[src/rtl/apb4_plic_claimer.sv]
// apb4_plic_claimer: APB4 initiator for the hart side of a PLIC.
//   On ext_irq_i it reads CLAIMCOMP and presents the ID to the core. When the
//   core signals irq_done_i, it writes the ID back to CLAIMCOMP. Generic core
//   register accesses share the same APB4 bus. A token alternates between
//   claim and generic traffic so neither can starve the other.
// Configuration macro: APB4_PLIC_TIMEOUT_EN. When defined, an ACCESS phase
//   with TIMEOUT cycles of pready=0 is aborted and reported as an error.
// Ports:
//   pclk, preset           clock, synchronous active-high reset
//   ext_irq_i              PLIC external interrupt request (level)
//   irq_valid_o, irq_id_o  claimed ID presented to the core
//   irq_done_i             core handler finished; starts the completion write
//   req_*_i, req_ready_o   generic access request and its accept pulse
//   rsp_*_o                generic access response (rsp_valid_o is a pulse)
//   err_o                  pulse on a claim/complete transfer error
//   paddr..pstrb           APB4 master outputs
//   pready, prdata, pslverr APB4 master inputs
module apb4_plic_claimer #(
    parameter int unsigned           ADDR_WIDTH   = 32,
    parameter int unsigned           DATA_WIDTH   = 32,
    parameter int unsigned           ID_WIDTH     = 5,
    parameter logic [ADDR_WIDTH-1:0] PLIC_BASE    = '0,
    parameter logic [7:0]            CLAIM_OFFSET = 8'h18
`ifdef APB4_PLIC_TIMEOUT_EN
    ,
    parameter int unsigned           TIMEOUT      = 16
`endif
) (
    input  logic                      pclk,
    input  logic                      preset,
    input  logic                      ext_irq_i,
    output logic                      irq_valid_o,
    output logic [ID_WIDTH-1:0]       irq_id_o,
    input  logic                      irq_done_i,
    input  logic                      req_valid_i,
    output logic                      req_ready_o,
    input  logic                      req_write_i,
    input  logic [ADDR_WIDTH-1:0]     req_addr_i,
    input  logic [DATA_WIDTH-1:0]     req_wdata_i,
    output logic                      rsp_valid_o,
    output logic [DATA_WIDTH-1:0]     rsp_rdata_o,
    output logic                      rsp_err_o,
    output logic                      err_o,
    output logic [ADDR_WIDTH-1:0]     paddr,
    output logic [2:0]                pprot,
    output logic                      psel,
    output logic                      penable,
    output logic                      pwrite,
    output logic [DATA_WIDTH-1:0]     pwdata,
    output logic [DATA_WIDTH/8-1:0]   pstrb,
    input  logic                      pready,
    input  logic [DATA_WIDTH-1:0]     prdata,
    input  logic                      pslverr
);

    localparam int unsigned STRB_W = DATA_WIDTH / 8;
    localparam logic [ADDR_WIDTH-1:0] CLAIM_ADDR = PLIC_BASE + ADDR_WIDTH'(CLAIM_OFFSET);

    typedef enum logic [2:0] {
        S_IDLE   = 3'd0,
        S_SETUP  = 3'd1,
        S_ACCESS = 3'd2,
        S_NOTIFY = 3'd3,
        S_GAP    = 3'd4
    } state_t;

    typedef enum logic [1:0] {
        OWN_CLAIM = 2'd0,
        OWN_COMP  = 2'd1,
        OWN_GEN   = 2'd2
    } owner_t;

    state_t state;
    owner_t owner;
    logic   tok_gen;        // 1: a waiting generic request wins over a pending claim

    logic                  xfer_end_c;
    logic                  xfer_err_c;
    logic                  tmo_hit_c;
    logic [DATA_WIDTH-1:0] xfer_rdata_c;
    logic [ID_WIDTH-1:0]   claim_id_c;

    assign pprot = 3'b000;

`ifdef APB4_PLIC_TIMEOUT_EN
    localparam int unsigned CNT_W = $clog2(TIMEOUT + 1);

    logic [CNT_W-1:0] tmo_cnt;

    // Counts ACCESS cycles without pready; cleared whenever the bus is not in ACCESS.
    always_ff @(posedge pclk) begin
        if (preset || (state != S_ACCESS)) begin
            tmo_cnt <= '0;
        end else if (!pready) begin
            tmo_cnt <= tmo_cnt + CNT_W'(1);
        end
    end

    // Fires on the TIMEOUT-th stalled ACCESS cycle.
    assign tmo_hit_c = (state == S_ACCESS) && !pready && (tmo_cnt == CNT_W'(TIMEOUT - 1));
`else
    assign tmo_hit_c = 1'b0;
`endif

    // Transfer end: a normal pready cycle, or an aborted one treated as a slave error with zero data.
    always_comb begin
        xfer_end_c   = (state == S_ACCESS) && (pready || tmo_hit_c);
        xfer_err_c   = pready ? pslverr : 1'b1;
        xfer_rdata_c = pready ? prdata : '0;
        claim_id_c   = xfer_rdata_c[ID_WIDTH-1:0];
    end

    // Main sequencer with registered APB and core-side outputs.
    always_ff @(posedge pclk) begin
        if (preset) begin
            state       <= S_IDLE;
            owner       <= OWN_CLAIM;
            tok_gen     <= 1'b0;
            irq_valid_o <= 1'b0;
            irq_id_o    <= '0;
            req_ready_o <= 1'b0;
            rsp_valid_o <= 1'b0;
            rsp_rdata_o <= '0;
            rsp_err_o   <= 1'b0;
            err_o       <= 1'b0;
            paddr       <= '0;
            psel        <= 1'b0;
            penable     <= 1'b0;
            pwrite      <= 1'b0;
            pwdata      <= '0;
            pstrb       <= '0;
        end else begin
            req_ready_o <= 1'b0;
            rsp_valid_o <= 1'b0;
            err_o       <= 1'b0;

            case (state)
                S_IDLE: begin
                    if (ext_irq_i && !(req_valid_i && tok_gen)) begin
                        owner  <= OWN_CLAIM;
                        paddr  <= CLAIM_ADDR;
                        pwrite <= 1'b0;
                        pwdata <= '0;
                        pstrb  <= '0;
                        psel   <= 1'b1;
                        state  <= S_SETUP;
                    end else if (req_valid_i) begin
                        owner       <= OWN_GEN;
                        paddr       <= req_addr_i;
                        pwrite      <= req_write_i;
                        pwdata      <= req_wdata_i;
                        pstrb       <= req_write_i ? {STRB_W{1'b1}} : '0;
                        psel        <= 1'b1;
                        req_ready_o <= 1'b1;
                        state       <= S_SETUP;
                        // Generic request won over a pending claim: hand priority back.
                        if (ext_irq_i) begin
                            tok_gen <= 1'b0;
                        end
                    end
                end

                S_SETUP: begin
                    penable <= 1'b1;
                    state   <= S_ACCESS;
                end

                S_ACCESS: begin
                    if (xfer_end_c) begin
                        psel    <= 1'b0;
                        penable <= 1'b0;
                        state   <= S_GAP;
                        case (owner)
                            OWN_CLAIM: begin
                                if (xfer_err_c) begin
                                    err_o <= 1'b1;
                                end else if (claim_id_c != '0) begin
                                    irq_id_o    <= claim_id_c;
                                    irq_valid_o <= 1'b1;
                                    state       <= S_NOTIFY;
                                end
                            end
                            OWN_COMP: begin
                                err_o   <= xfer_err_c;
                                tok_gen <= 1'b1;
                            end
                            OWN_GEN: begin
                                rsp_valid_o <= 1'b1;
                                rsp_err_o   <= xfer_err_c;
                                rsp_rdata_o <= pwrite ? '0 : xfer_rdata_c;
                            end
                            default: ;
                        endcase
                    end
                end

                S_NOTIFY: begin
                    if (irq_done_i) begin
                        irq_valid_o <= 1'b0;
                        owner       <= OWN_COMP;
                        paddr       <= CLAIM_ADDR;
                        pwrite      <= 1'b1;
                        pwdata      <= DATA_WIDTH'(irq_id_o);
                        pstrb       <= {STRB_W{1'b1}};
                        psel        <= 1'b1;
                        state       <= S_SETUP;
                    end
                end

                // One quiet cycle so the PLIC's registered ext_irq can settle.
                S_GAP: begin
                    state <= S_IDLE;
                end

                default: begin
                    state <= S_IDLE;
                end
            endcase
        end
    end

endmodule
[config.mk]
export PLATFORM = sky130hd
export DESIGN_NAME = apb4_plic_claimer
export DESIGN_NICKNAME = d
export VERILOG_FILES = /design/src/rtl/apb4_plic_claimer.sv
export SDC_FILE = /design/constraint.sdc
export NUM_CORES = 1
export LEC_CHECK = 0
export ABC_CLOCK_PERIOD_IN_PS = 2100
export CAP_MARGIN = 40
export CELL_PAD_IN_SITES_DETAIL_PLACEMENT = 1
export CELL_PAD_IN_SITES_GLOBAL_PLACEMENT = 1
export CORE_ASPECT_RATIO = 0.6
export CORE_MARGIN = 2
export CORE_UTILIZATION = 28
export CTS_CLUSTER_SIZE = 8
export DETAILED_ROUTE_END_ITERATION = 6
export PLACE_DENSITY = 0.79
export SYNTH_ARGS = -nofsm -noshare
export SYNTH_HDL_FRONTEND = slang
export SYNTH_SLANG_ARGS = --single-unit
[constraint.sdc]
create_clock -name pclk -period 2.1 [get_ports pclk]
set_clock_uncertainty 0.15 [all_clocks]
set_input_delay 0.315 -clock pclk [delete_from_list [all_inputs] [get_ports pclk]]
set_output_delay 0.315 -clock pclk [all_outputs]
set_load 0.02 [all_outputs]
==> run metrics <==
Power Density a little under 1000 mW/mm^2; DIE WIDTH 156.6 microns; Setup WS post-layout 0.06694 ns; Ant. Diodes 0; total wire length about 14 mm; Die ar. 0.01497 sq mm; crit end category output port; synthesized area about 0.0039 sq mm; CTS Buf Count 17; Iteration-0 DRC Markers 171; Clock H-tree levels 4; standard-cell rows 33; Leak between 2 and 3 nW; pin count of the biggest net entering global routing slightly above 50; asr flop ratio synth 0%; placed instance count 738; final setup violation count 0; Core Area about 0.014 sq mm; IO buf count about 220; Post-synth EDFFs 0; final period utilization 96.81%; initial antenna violation count 0; largest area contributor in the netlist dfxtp_1; top cell type's share of synthesized area 58.84%; # nets final 669; Post-Layout Cell Count 770; synthesized area per cell ~12 sq um; Slowest-stage cell, CP clkdlybuf4s50_1; gpl congestion around 0.80; HP Class reg -> reg; CP max stage delay 0.68 ns; RSZ-0062 raised after global routing no; Vias per Instance between 4 and 5; Worst EP arrival about 1.6 ns; Critical Path, Cell by Cell clkdlybuf4s50_1; CTS tree done; total track usage a little under a fifth; crit path buf inv count 1; warnings from Yosys 0; PostCTS Resize Cnt 0; Tmin final between 2 and 2.5 ns; area grow syn2layout 79.34%; Hold Vio Cnt, Final 0; drc violations 0; GRT Residual Overflow 0; clk buf depth 2; Yosys cell types 42; Worst Setup SP pstrb[2]$_SDFFE_PP0P_; CP Max Fanout 7; max cap viols 0; status finished, final reports clean; clk_lat worst skew ~0.40 ns; required time of the critical path between 1.5 and 2 ns; Main synth FF type dfxtp_1; Startpoint Class flop; Fmax achieved approximately 490 MHz; Worst path top cell family by delay buffers and inverters; DR WL/cell about 18 microns; Setup CP Type reg -> out; via count between 3000 and 4000; post-synthesis sequential area ratio 58.84%; largest cells by area after synthesis dfxtp_1 59%, a22o_1 19%, a21oi_1 1.9%, buf_4 1.9%, buf_2 1.7%; IO Count 220; most common cell in the netlist dfxtp_1; Routed Antenna Nets 0; Post-CTS Setup Bufs 0; Die H about 96 microns; CTS sink count roughly 120; hold bufs inserted after CTS 0; vias in the first global route 3752; Total Power roughly 6.9 mW; top cells by count, synth 115 x dfxtp_1, 84 x a22o_1, 15 x a21oi_1, 15 x nor2_1, 13 x buf_2; Detailed Routing Iterations Pass 1 4; Root Buffer clkbuf_16; Initial Utilization approximately 29%; min-delay src rsp_rdata_o[3]$_SDFFE_PP0P_; final max-slew violation count 0; share of layout cells above drive strength 1 between 10% and 20%; Post-DP HPWL roughly 10 mm; DP Worst Slack -0.2069 ns; Worst-path clk slew ~0.06 ns; Synth Instances 338; Yosys reg bits around 120; first-pass GRT wire length between 20 and 25 mm; R2R Path Start state[1]$_SDFFE_PP0P_; Worst VDD drop 453.3 uV
[stage by stage]
stage                     area, sq um  util, %  setup TNS (ns)  hold slack, ns
after floorplan                  3920        -               0          0.2905
after global placement           6385    46.72         -0.6397          0.2927
after detailed placement         6385    46.72          -3.955          0.3053
after CTS                        7017    51.34               0          0.3151
after global routing             7017    51.34               0          0.3371
final                            7017    51.34               0          0.3143
[report_power, final]
group	switching (mW)	internal, mW
sequential	0.133	2.34
combinational	0.645	0.678
clock	1.09	2.00
[cell type report]
class / count / area [sq um]
Clock inverter: 14 / 202.7
Fill cell: 1424 / 6650
Tap cell: 192 / 240.2
Clock buffer: 18 / 429.2
Sequential cell: 115 / 2302
Timing Repair Buffer: 238 / 2390
Inverter: 4 / 15.01
Multi-Input combinational cell: 189 / 1438
[worst min-delay path: stages (launching register included)]
cell and delay, ns:
dfxtp_1 0.31, nand2_1 0.06, a21oi_1 0.05
[cell usage in the layout (no fill, tap or decap), types with 6 or more instances in the layout]
cell	instances
a21oi_1	14
nand3_1	9
a211oi_1	6
a22o_1	84
clkdlybuf4s50_1	216
nand2_1	10
buf_4	17
clkbuf_16	17
clkinv_4	6
dfxtp_1	115
nor2_1	15
[final timing paths]
path / cells after the start / to / slack (ns)
setup / recovery: 1 / pwrite / 0.07
hold / removal: 2 / rsp_rdata_o[3]$_SDFFE_PP0P_ / 0.31
setup reg to reg: 5 / rsp_rdata_o[2]$_SDFFE_PP0P_ / 0.20
hold reg to reg: 2 / rsp_rdata_o[3]$_SDFFE_PP0P_ / 0.31
[sequential cells by signal, summed over array words and instances, names as in the netlist]
register and count:
pwdata 32, paddr 32, pstrb 1, rsp_rdata_o 32, tok_gen 1, req_ready_o 1
owner 2, psel 1, penable 1, rsp_err_o 1, rsp_valid_o 1, irq_id_o 5
state 3, err_o 1, irq_valid_o 1
[routing by layer]
layer  part of all wire, %  track usage [%]  vias up
met5                     0                0        -
met4                  0.49            4.740        0
met3                   8.2            8.091        7
met2                    45            27.79      133
met1                    46            23.08     1787
li1                      -                -     1722
[cells by family (layout without fill, tap and decap cells)]
kind of cell | count (synthesis) | in the layout | synth area share, %
and+or+nand+nor | 55 | 55 | 7.963
muxes | 5 | 5 | 1.279
DFF | 115 | 115 | 58.84
buffers and inverters | 36 | 274 | 5.021
AOI/OAI and AO/OA | 126 | 126 | 26.80
other | 1 | 3 | 0.09585
Note: power is estimated with default switching activity, not from simulation.
